`src/rtl/phase_timer.sv`:
```
// phase_timer: countdown timer for traffic-light phase durations.
// The counter steps down once per rising edge of the clk_div strobe. It can be
// paused, extended at runtime by a demand-driven amount, or aborted, and it can
// optionally reload itself on expiry. All outputs come straight from registers.
module phase_timer #(
    parameter int WIDTH     = 8,
    parameter int EXT_WIDTH = 4
) (
    input  logic                 clk,
    input  logic                 reset_sync,
    input  logic                 clk_div,
    input  logic [WIDTH-1:0]     value,
    input  logic                 start_timer,
    input  logic                 abort,
    input  logic                 pause,
    input  logic                 extend,
    input  logic [EXT_WIDTH-1:0] ext_value,
    input  logic                 reload_en,
    output logic                 expired,
    output logic                 busy,
    output logic                 done,
    output logic [WIDTH-1:0]     time_left
);

    localparam logic [1:0] ST_IDLE  = 2'd0;
    localparam logic [1:0] ST_RUN   = 2'd1;
    localparam logic [1:0] ST_PAUSE = 2'd2;

    localparam logic [WIDTH-1:0] CNT_ZERO = {WIDTH{1'b0}};
    localparam logic [WIDTH-1:0] CNT_MAX  = {WIDTH{1'b1}};

    logic [1:0]       state_r;
    logic [1:0]       state_s;
    logic             clk_div_q_r;
    logic             tick_s;
    logic [WIDTH:0]   add_s;
    logic             dec_s;
    logic [WIDTH:0]   sum_s;
    logic [WIDTH-1:0] cnt_s;
    logic [WIDTH-1:0] time_left_r;
    logic [WIDTH-1:0] time_left_s;
    logic             expired_r;
    logic             expired_s;
    logic             done_r;
    logic             done_s;
    logic             busy_r;

    // One tick per rising edge of clk_div, however long it stays high.
    assign tick_s = clk_div & ~clk_div_q_r;

    // Candidate count: remaining + extension - applied tick, saturated at all-ones.
    // The tick only applies while actively running and never below zero, so the
    // subtraction cannot underflow; the extra top bit catches the overflow.
    always_comb begin
        add_s = {(WIDTH+1){1'b0}};
        if (extend) begin
            add_s = {{(WIDTH+1-EXT_WIDTH){1'b0}}, ext_value};
        end else begin
            add_s = {(WIDTH+1){1'b0}};
        end
        dec_s = (state_r == ST_RUN) && !pause && tick_s && (time_left_r != CNT_ZERO);
        sum_s = {1'b0, time_left_r} + add_s - {{WIDTH{1'b0}}, dec_s};
        if (sum_s[WIDTH]) begin
            cnt_s = CNT_MAX;
        end else begin
            cnt_s = sum_s[WIDTH-1:0];
        end
    end

    // Next-state decision with priority abort > start > extend/tick.
    always_comb begin
        state_s     = state_r;
        time_left_s = time_left_r;
        expired_s   = 1'b0;
        done_s      = done_r;
        if (abort) begin
            state_s     = ST_IDLE;
            time_left_s = CNT_ZERO;
            done_s      = 1'b0;
        end else if (start_timer) begin
            state_s     = ST_RUN;
            time_left_s = value;
            done_s      = 1'b0;
        end else begin
            case (state_r)
                ST_RUN: begin
                    if (pause) begin
                        // Freeze; any extension still lands, the tick does not.
                        state_s     = ST_PAUSE;
                        time_left_s = cnt_s;
                    end else if (cnt_s == CNT_ZERO) begin
                        // Final tick, or a zero-length load reaching its first cycle.
                        expired_s = 1'b1;
                        if (reload_en) begin
                            state_s     = ST_RUN;
                            time_left_s = value;
                            done_s      = 1'b0;
                        end else begin
                            state_s     = ST_IDLE;
                            time_left_s = CNT_ZERO;
                            done_s      = 1'b1;
                        end
                    end else begin
                        time_left_s = cnt_s;
                    end
                end
                ST_PAUSE: begin
                    time_left_s = cnt_s;
                    if (!pause) begin
                        state_s = ST_RUN;
                    end else begin
                        state_s = ST_PAUSE;
                    end
                end
                ST_IDLE: begin
                    state_s = ST_IDLE;
                end
                default: begin
                    state_s     = ST_IDLE;
                    time_left_s = CNT_ZERO;
                    done_s      = 1'b0;
                end
            endcase
        end
    end

    // State and output registers; reset clears everything without an expiry pulse.
    always_ff @(posedge clk or posedge reset_sync) begin
        if (reset_sync) begin
            state_r     <= ST_IDLE;
            clk_div_q_r <= 1'b0;
            time_left_r <= CNT_ZERO;
            expired_r   <= 1'b0;
            done_r      <= 1'b0;
            busy_r      <= 1'b0;
        end else begin
            state_r     <= state_s;
            clk_div_q_r <= clk_div;
            time_left_r <= time_left_s;
            expired_r   <= expired_s;
            done_r      <= done_s;
            busy_r      <= (state_s != ST_IDLE);
        end
    end

    assign expired   = expired_r;
    assign busy      = busy_r;
    assign done      = done_r;
    assign time_left = time_left_r;

endmodule
```
`config.mk`:
```
export PLATFORM = sky130hd
export DESIGN_NAME = phase_timer
export DESIGN_NICKNAME = d
export VERILOG_FILES = /design/src/rtl/phase_timer.sv
export SDC_FILE = /design/constraint.sdc
export NUM_CORES = 1
export LEC_CHECK = 0
export CAP_MARGIN = 40
export CORE_MARGIN = 8
export CORE_UTILIZATION = 42
export CTS_CLUSTER_DIAMETER = 50
export DETAILED_ROUTE_END_ITERATION = 10
export PLACE_DENSITY = 0.67
export RECOVER_POWER = 50
export SKIP_LAST_GASP = 1
export SLEW_MARGIN = 10
export SYNTH_ARGS = -nofsm -noshare
export SYNTH_HDL_FRONTEND = slang
export SYNTH_SLANG_ARGS = --single-unit
```
`constraint.sdc`:
```
create_clock -name clk -period 8.8 [get_ports clk]
set_input_delay 1.76 -clock clk [delete_from_list [all_inputs] [get_ports clk]]
set_output_delay 1.76 -clock clk [all_outputs]
set_load 0.005 [all_outputs]
```
==> results of run 1 <==
[synthesized netlist by cell type, types with 3 or more instances]
master / instances
inv_1: 32
nand2_1: 14
xor2_1: 3
nand3_1: 3
nor3_1: 6
o21ai_0: 7
dfrtp_1: 14
nor2_1: 22
nor4_1: 8
ha_1: 17
a21oi_1: 19
a221oi_1: 5
o211ai_2: 3
nand2b_1: 3
[flip-flops by register name, summed over array words and instances, names as in the netlist]
signal	cells
time_left	8
busy	1
expired	1
clk_div_q_r	1
state_r	2
done	1
[kinds of logic (layout without fill, tap and decap cells)]
group,after synthesis,after routing,share of synthesized area
compound gates,52,52,0.251
buf+inv,37,65,0.0972
flops,14,14,0.225
mux,1,1,0.00643
simple gates,74,74,0.243
fa+ha+maj,18,18,0.149
xor+xnor,5,5,0.0281
[where the power goes]
part | switching [mW] | internal, mW | leakage [nW] | total, mW
clock network | 0.0225 | 0.0303 | 0.0216 | 0.0528
registers | 0.00275 | 0.0666 | 0.190 | 0.0694
logic | 0.0512 | 0.0410 | 0.673 | 0.0922
[worst min path at each step]
stage / to / cells after the start
finish: done / 2
global placement: done / 2
floorplan: done / 2
detailed placement: done / 2
CTS: done / 2
global route: done / 2
[area by class of cell]
type | instances | share of cell area
clock buffers | 3 | 0.0214
repair buffers | 30 | 0.156
flip-flops and latches | 14 | 0.182
multi-input cells | 150 | 0.548
inverters | 32 | 0.0623
well taps | 48 | 0.0311
[layer usage]
layer,part of all wire,GRT usage,vias up
met5,0,0,-
met4,0.0047,0.0308,0
met3,0.045,0.0256,4
met2,0.48,0.241,37
met1,0.47,0.187,743
li1,-,-,769
[layout by cell type (no fill, tap or decap), types with 5 or more instances in the layout]
cell	netlist	routed
inv_1	32	32
clkdlybuf4s50_1	0	24
nor2_1	22	22
a21oi_1	19	19
ha_1	17	17
nand2_1	14	14
dfrtp_1	14	14
nor4_1	8	8
o21ai_0	7	7
nor3_1	6	6
dlygate4sd3_1	0	6
a221oi_1	5	5
[per-stage QoR]
stage / hold WS (ps) / total power, mW / worst slack [ps] / instance area, um^2
2_1_floorplan: 567 / 0.135 / 3770 / 1560
3_3_place_gp: 597 / 0.162 / 3130 / 1890
3_5_place_dp: 607 / 0.163 / 2990 / 1890
4_1_cts: 619 / 0.216 / 3250 / 1930
5_1_grt: 649 / 0.230 / 3000 / 1930
6_report: 614 / 0.214 / 3230 / 1930
[critical path, stage by stage]
cell and delay [ps]:
clkdlybuf4s50_1 480, nand2b_1 250, nor4b_1 310, ha_1 280
inv_1 50, ha_1 160, inv_1 60, fa_1 380
and2b_1 230, o211ai_2 140, o211a_1 280, a211o_4 310
or3_1 490, or3_1 380, a31oi_1 170
==> out/metrics.yaml, run 1 <==
yosys:
  ys_seq_area_frac: 0.225
  synth_seq_cells: 14
  syn-num-nets: 239
  synth_top_area_frac: 0.225
  synth_top_area_cell: "dfrtp_1"
  synth_warnings: 0
  synthArstFlopShare: 1.00
  dominantRegCellSynth: "dfrtp_1"
  synthCells: 201
  synth_edf_count: 0
  netlist-cell-type-count: 50
  syn-cell-area_mm2: 0.00156
  postSynthAreaPerCell_um2: 7.75
  synth_area_leaders: "dfrtp_1 22%, ha_1 14%, inv_1 7.7%"
clock_network:
  clockRootBuffer: "clkbuf_8"
  post_cts_resized: 0
  cts_setup_buffers: 0
  cts_tree: "built"
  htree_num_levels: 1
  cts_sinks: 14
  clk_pin_slew_worst_paths_ps: 60
  numCtsBuffers: 3
  holdBufCountCts: 0
  clockBufferDepth: 2
  clk_latency_ps: 240
layout:
  area_growth_pct: 23.8
  drive_gt1_frac: 0.0611
  final_net_count: 269
  utilization: 0.535
  n_fill_cell: 362
  stdcell_count: 277
  multi_input_area_mm2: 0.00106
  num_antenna_cells: 0
  regArea_um2: 350
pwr:
  power_density_mw_per_mm2: 111
  vdd_ir_drop_max_uv: 72.1
  p_leak_nw: 0.884
route:
  dr_total_vias: 1553
  drc_errors: 0
  wl_per_cell_um: 14.7
  first_pass_iters: 4
  drt_iter0_drc: 92
  ant_nets: 0
  vias_per_cell: 5.61
  finalWirelength_um: 4080
global_routing:
  grt_max_degree: 18
  grt_pass1_vias: 1608
  overflow: 0
  grtUsageTotal: 0.144
  antenna_found_initial: 0
  grt_pass1_wl_um: 7390
critical_path:
  crit_type: "in2reg"
  startpoint: "pause"
  critPathCaptureType: "register"
  worst_ep_required_time_ps: 8970
  cp_max_fo: 6
  ff2ff_path_depth: 17
  startpoint_type: "primary input"
  endpoint: "time_left[7]"
  r2r-end: "time_left[7]"
  arrival_ps: 5740
  r2r_slack_ps: 4490
  r2r-start: "time_left[7]"
sta:
  tns_ps: 0
  setup_viol: 0
  hold_viol: 0
  max-slew-margin-rel: 0.576
  report.final.slew_viol_count: 0
  clock.fmax_mhz: 179
  fin_crit_sh: 0.633
  finClkSkew_ps: 2.53
  period_needed_ps: 5570
  rsz0062_at_grt: "no"
  worstMarginPinSlew_ps: 630
floorplan:
  start_util: 0.432
  die_h_um: 76.9
  core-area_mm2: 0.00361
  die_width_um: 76.9
  row_count: 22
  boundaryPins: 31
  die_area_mm2: 0.00591
placement:
  dpl.cell_count: 274
  place.gp.congestion: 0.850
  hpwl_um: 3280
  port-buffer-count: 30
hold_path:
  min_from: "done"
  hold_class: "reg2reg"
outcome:
  run_status: "complete, no violations"
run:
  maxCapViolCount: 0
Note: power is estimated with default switching activity, not from simulation.
==> run 2: changes to the inputs <==
==> constraint.sdc (replaced) <==
create_clock -name clk -period 5.78 [get_ports clk]
set_input_delay 1.156 -clock clk [delete_from_list [all_inputs] [get_ports clk]]
set_output_delay 1.156 -clock clk [all_outputs]
set_load 0.005 [all_outputs]
==> out/metrics.yaml, run 2 (synthesized netlist as in run 1, its figures left out) <==
pwr:
  fin_total_pwr_mw: 0.325
  p_leak_nw: 0.884
  power_density_mw_per_mm2: 169
  vdd_ir_drop_max_uv: 108
route:
  drc_errors: 0
  finalWirelength_um: 4060
  wl_per_cell_um: 14.7
  vias_per_cell: 5.54
  ant_nets: 0
  first_pass_iters: 4
  drt_iter0_drc: 96
  dr_total_vias: 1534
global_routing:
  grt_pass1_vias: 1591
  grtUsageTotal: 0.142
  antenna_found_initial: 0
  grt_pass1_wl_um: 7200
  grt_max_degree: 18
  overflow: 0
layout:
  utilization: 0.535
  multi_input_area_mm2: 0.00106
  n_fill_cell: 346
  largest_reg_flops: 8
  num_antenna_cells: 0
  final_net_count: 269
  regArea_um2: 350
  post-route-cell-area_mm2: 0.00193
  layout_commonest_cell: "inv_1"
  drive_gt1_frac: 0.0611
  layout_common_cells: "32 x inv_1, 24 x clkdlybuf4s50_1, 22 x nor2_1"
  area_growth_pct: 23.8
floorplan:
  row_count: 22
  die_width_um: 76.9
  boundaryPins: 31
  die_area_mm2: 0.00591
  die_h_um: 76.9
  core-area_mm2: 0.00361
  start_util: 0.432
clock_network:
  numCtsBuffers: 3
  clk_pin_slew_worst_paths_ps: 60
  clockRootBuffer: "clkbuf_8"
  clockBufferDepth: 2
  post_cts_resized: 0
  cts_sinks: 14
  clk_latency_ps: 240
  htree_num_levels: 1
  cts_tree: "built"
  cts_setup_buffers: 0
  holdBufCountCts: 0
placement:
  postPlaceCellArea_mm2: 0.00189
  place.gp.congestion: 0.849
  hpwl_um: 3210
  port-buffer-count: 30
hold_path:
  worstHoldPathCells: 2
  hold_class: "reg2reg"
critical_path:
  ff2ff_path_depth: 17
  worst_ep_required_time_ps: 5900
  timing.critical_path.slowest_stage_cell: "o41ai_4"
  crit_chain: "clkdlybuf4s50_1, nand2b_1, nor4b_1, ha_1, inv_1, ha_1, inv_1, fa_1, and2b_1, o211ai_2, o211a_1, a211o_4, o41ai_4, nand2_1, a2111oi_1"
  cp.buffers_inverters: 3
  worstSetupPathDepth: 15
  cpLargestDelayFamily: "compound AO/OA/AOI/OAI gates"
  arrival_ps: 5110
  max_stage_delay_ps: 540
  critPathCaptureType: "register"
  crit_type: "in2reg"
  startpoint_type: "primary input"
  cp_max_fo: 6
sta:
  fin_hold_ws_ps: 609
  rsz0062_at_grt: "no"
  clock.fmax_mhz: 200
  finClkSkew_ps: 2.32
  fin_crit_sh: 0.863
  setup_viol: 0
  hold_viol: 0
  report.final.slew_viol_count: 0
  max-slew-margin-rel: 0.583
  period_needed_ps: 4990
  tns_ps: 0
  worstMarginPinSlew_ps: 618
outcome:
  run_status: "complete, no violations"
run:
  maxCapViolCount: 0
## run 2: cell counts in the layout (fill, tap and decap cells not counted)
No cell type changed its count.
## run 2: metrics by stage
| step | cells | worst slack [ps] |
|---|---|---|
| 2_1_floorplan | 201 | 1360 |
| 3_3_place_gp | 274 | 709 |
| 3_5_place_dp | 274 | 582 |
| 4_1_cts | 277 | 812 |
| 5_1_grt | 277 | 576 |
| 6_report | 277 | 790 |
## run 2: routing by layer
layer  routed length [um]  share of wire  track usage
met2                 1930           0.47        0.238
met1                 1900           0.47        0.181
met4                   25         0.0062       0.0346
met5                    0              0            0
met3                  202          0.050       0.0256
## run 2: power breakdown
group	internal, mW	switching, mW
registers	0.101	0.00416
clock network	0.0460	0.0326
logic	0.0625	0.0784
total	0.210	0.115
## run 2: worst min-delay path, stage by stage (launching register included)
cell,delay [ps]
dfrtp_1,390
o21ai_0,80
a311oi_1,90
## run 2: path summary, 6_finish.rpt
path	startpoint	to	slack [ps]
max	pause	time_left[6]	790
min	done	done	610
max reg2reg	time_left[7]	time_left[6]	1460
min reg2reg	done	done	610
max in group asynchronous	reset_sync	time_left[0]	3990
min in group asynchronous	reset_sync	done	1420
## run 2: final cells by class
class                      count  share of cell area
sequential                    14               0.182
clock buffer                   3              0.0214
timing repair buffer          30               0.156
tap                           48              0.0311
multi-input combinational    150               0.548
inverter                      32              0.0623
==> run 3: changes to the inputs <==
--- a/config.mk
+++ b/config.mk
@@ -10,7 +10,7 @@
 export CORE_UTILIZATION = 42
 export CTS_CLUSTER_DIAMETER = 50
 export DETAILED_ROUTE_END_ITERATION = 10
-export PLACE_DENSITY = 0.67
+export PLACE_DENSITY_LB_ADDON = 0.25
 export RECOVER_POWER = 50
 export SKIP_LAST_GASP = 1
 export SLEW_MARGIN = 10
==> out/metrics.yaml, run 3 (synthesized netlist as in run 1, its figures left out) <==
global_routing:
  grt_pass1_wl_um: 6830
  antenna_found_initial: 0
  overflow: 0
  grtUsageTotal: 0.137
  grt_max_degree: 18
  grt_pass1_vias: 1440
layout:
  final_net_count: 269
  n_fill_cell: 365
  area_growth_pct: 23.8
  num_antenna_cells: 0
  drive_gt1_frac: 0.0611
  layout_commonest_cell: "inv_1"
  largest_reg_flops: 8
  layout_common_cells: "32 x inv_1, 24 x clkdlybuf4s50_1, 22 x nor2_1"
  utilization: 0.535
sta:
  rsz0062_at_grt: "no"
  setup_viol: 0
  max-slew-margin-rel: 0.600
  period_needed_ps: 4950
  clock.fmax_mhz: 202
  hold_viol: 0
  finClkSkew_ps: 5.74
  tns_ps: 0
  fin_crit_sh: 0.856
  report.final.slew_viol_count: 0
  worstMarginPinSlew_ps: 599
clock_network:
  numCtsBuffers: 3
  cts_sinks: 14
  clockBufferDepth: 2
  htree_num_levels: 1
  clockRootBuffer: "clkbuf_8"
  clk_pin_slew_worst_paths_ps: 60
  cts_setup_buffers: 0
  clk_latency_ps: 250
  holdBufCountCts: 0
  cts_tree: "built"
  post_cts_resized: 0
critical_path:
  max_stage_delay_ps: 510
  arrival_ps: 5080
  cpLargestDelayFamily: "compound AO/OA/AOI/OAI gates"
  cp_max_fo: 6
  crit_chain: "clkdlybuf4s50_1, nand2b_1, nor4b_1, ha_1, inv_1, ha_1, inv_1, fa_1, and2b_1, o211ai_2, o211a_1, a211o_4, o41ai_4, nand2_1, a2111oi_1"
  worst_ep_required_time_ps: 5910
  startpoint_type: "primary input"
  critPathCaptureType: "register"
  crit_type: "in2reg"
  cp.buffers_inverters: 3
  timing.critical_path.slowest_stage_cell: "o41ai_4"
route:
  dr_total_vias: 1510
  drt_iter0_drc: 71
  drc_errors: 0
  ant_nets: 0
  wl_per_cell_um: 14.6
  vias_per_cell: 5.45
  first_pass_iters: 4
  finalWirelength_um: 4050
outcome:
  run_status: "complete, no violations"
floorplan:
  start_util: 0.432
  row_count: 22
  die_width_um: 76.9
  core-area_mm2: 0.00361
  boundaryPins: 31
  die_area_mm2: 0.00591
  die_h_um: 76.9
placement:
  hpwl_um: 3230
  place.gp.congestion: 0.863
  port-buffer-count: 30
pwr:
  p_leak_nw: 0.884
  power_density_mw_per_mm2: 170
  vdd_ir_drop_max_uv: 141
hold_path:
  hold_class: "reg2reg"
run:
  maxCapViolCount: 0
[run 3: path summary, 6_finish.rpt]
path                           endpoint    startpoint  slack [ps]  depth (start not counted)
min in group asynchronous  time_left[4]    reset_sync        1390                          2
setup reg to reg           time_left[6]  time_left[7]        1480                         17
setup / recovery           time_left[6]         pause         830                         15
hold reg to reg                    done          done         610                          2
max in group asynchronous  time_left[0]    reset_sync        4030                          2
hold / removal                     done          done         610                          2
[run 3: through the flow]
step / hold WS [ps] / cell area [um^2] / power [mW] / setup slack (ps) / cells
floorplan: 567 / 1560 / 0.206 / 1360 / 201
global placement: 593 / 1890 / 0.248 / 707 / 274
detailed placement: 595 / 1890 / 0.247 / 590 / 274
CTS: 616 / 1930 / 0.330 / 841 / 277
global route: 654 / 1930 / 0.348 / 587 / 277
finish: 607 / 1930 / 0.327 / 831 / 277
[run 3: tightest hold or removal path, cell delays in order, from the launching register on]
cell	delay, ps
dfrtp_1	380
o21ai_0	80
a311oi_1	90
[run 3: final cells by class]
cell class	instances	area [um^2]	share of cell area
inverter	32	120	0.0623
clock buffer	3	41.3	0.0214
sequential	14	350	0.182
multi-input combinational	150	1060	0.548
tap	48	60.1	0.0311
timing repair buffer	30	300	0.156
[run 3: report_power, final]
part	internal [mW]	switching (mW)
clock network	0.0462	0.0345
registers	0.101	0.00429
logic	0.0625	0.0779
total	0.210	0.117
[run 3: layer usage]
metal  vias up  global-route usage  wire length, um
li1        775                   -                -
met1       701               0.172             1900
met2        29               0.223             1900
met3         5              0.0291              191
met4         0              0.0462               57
met5         -                   0                0
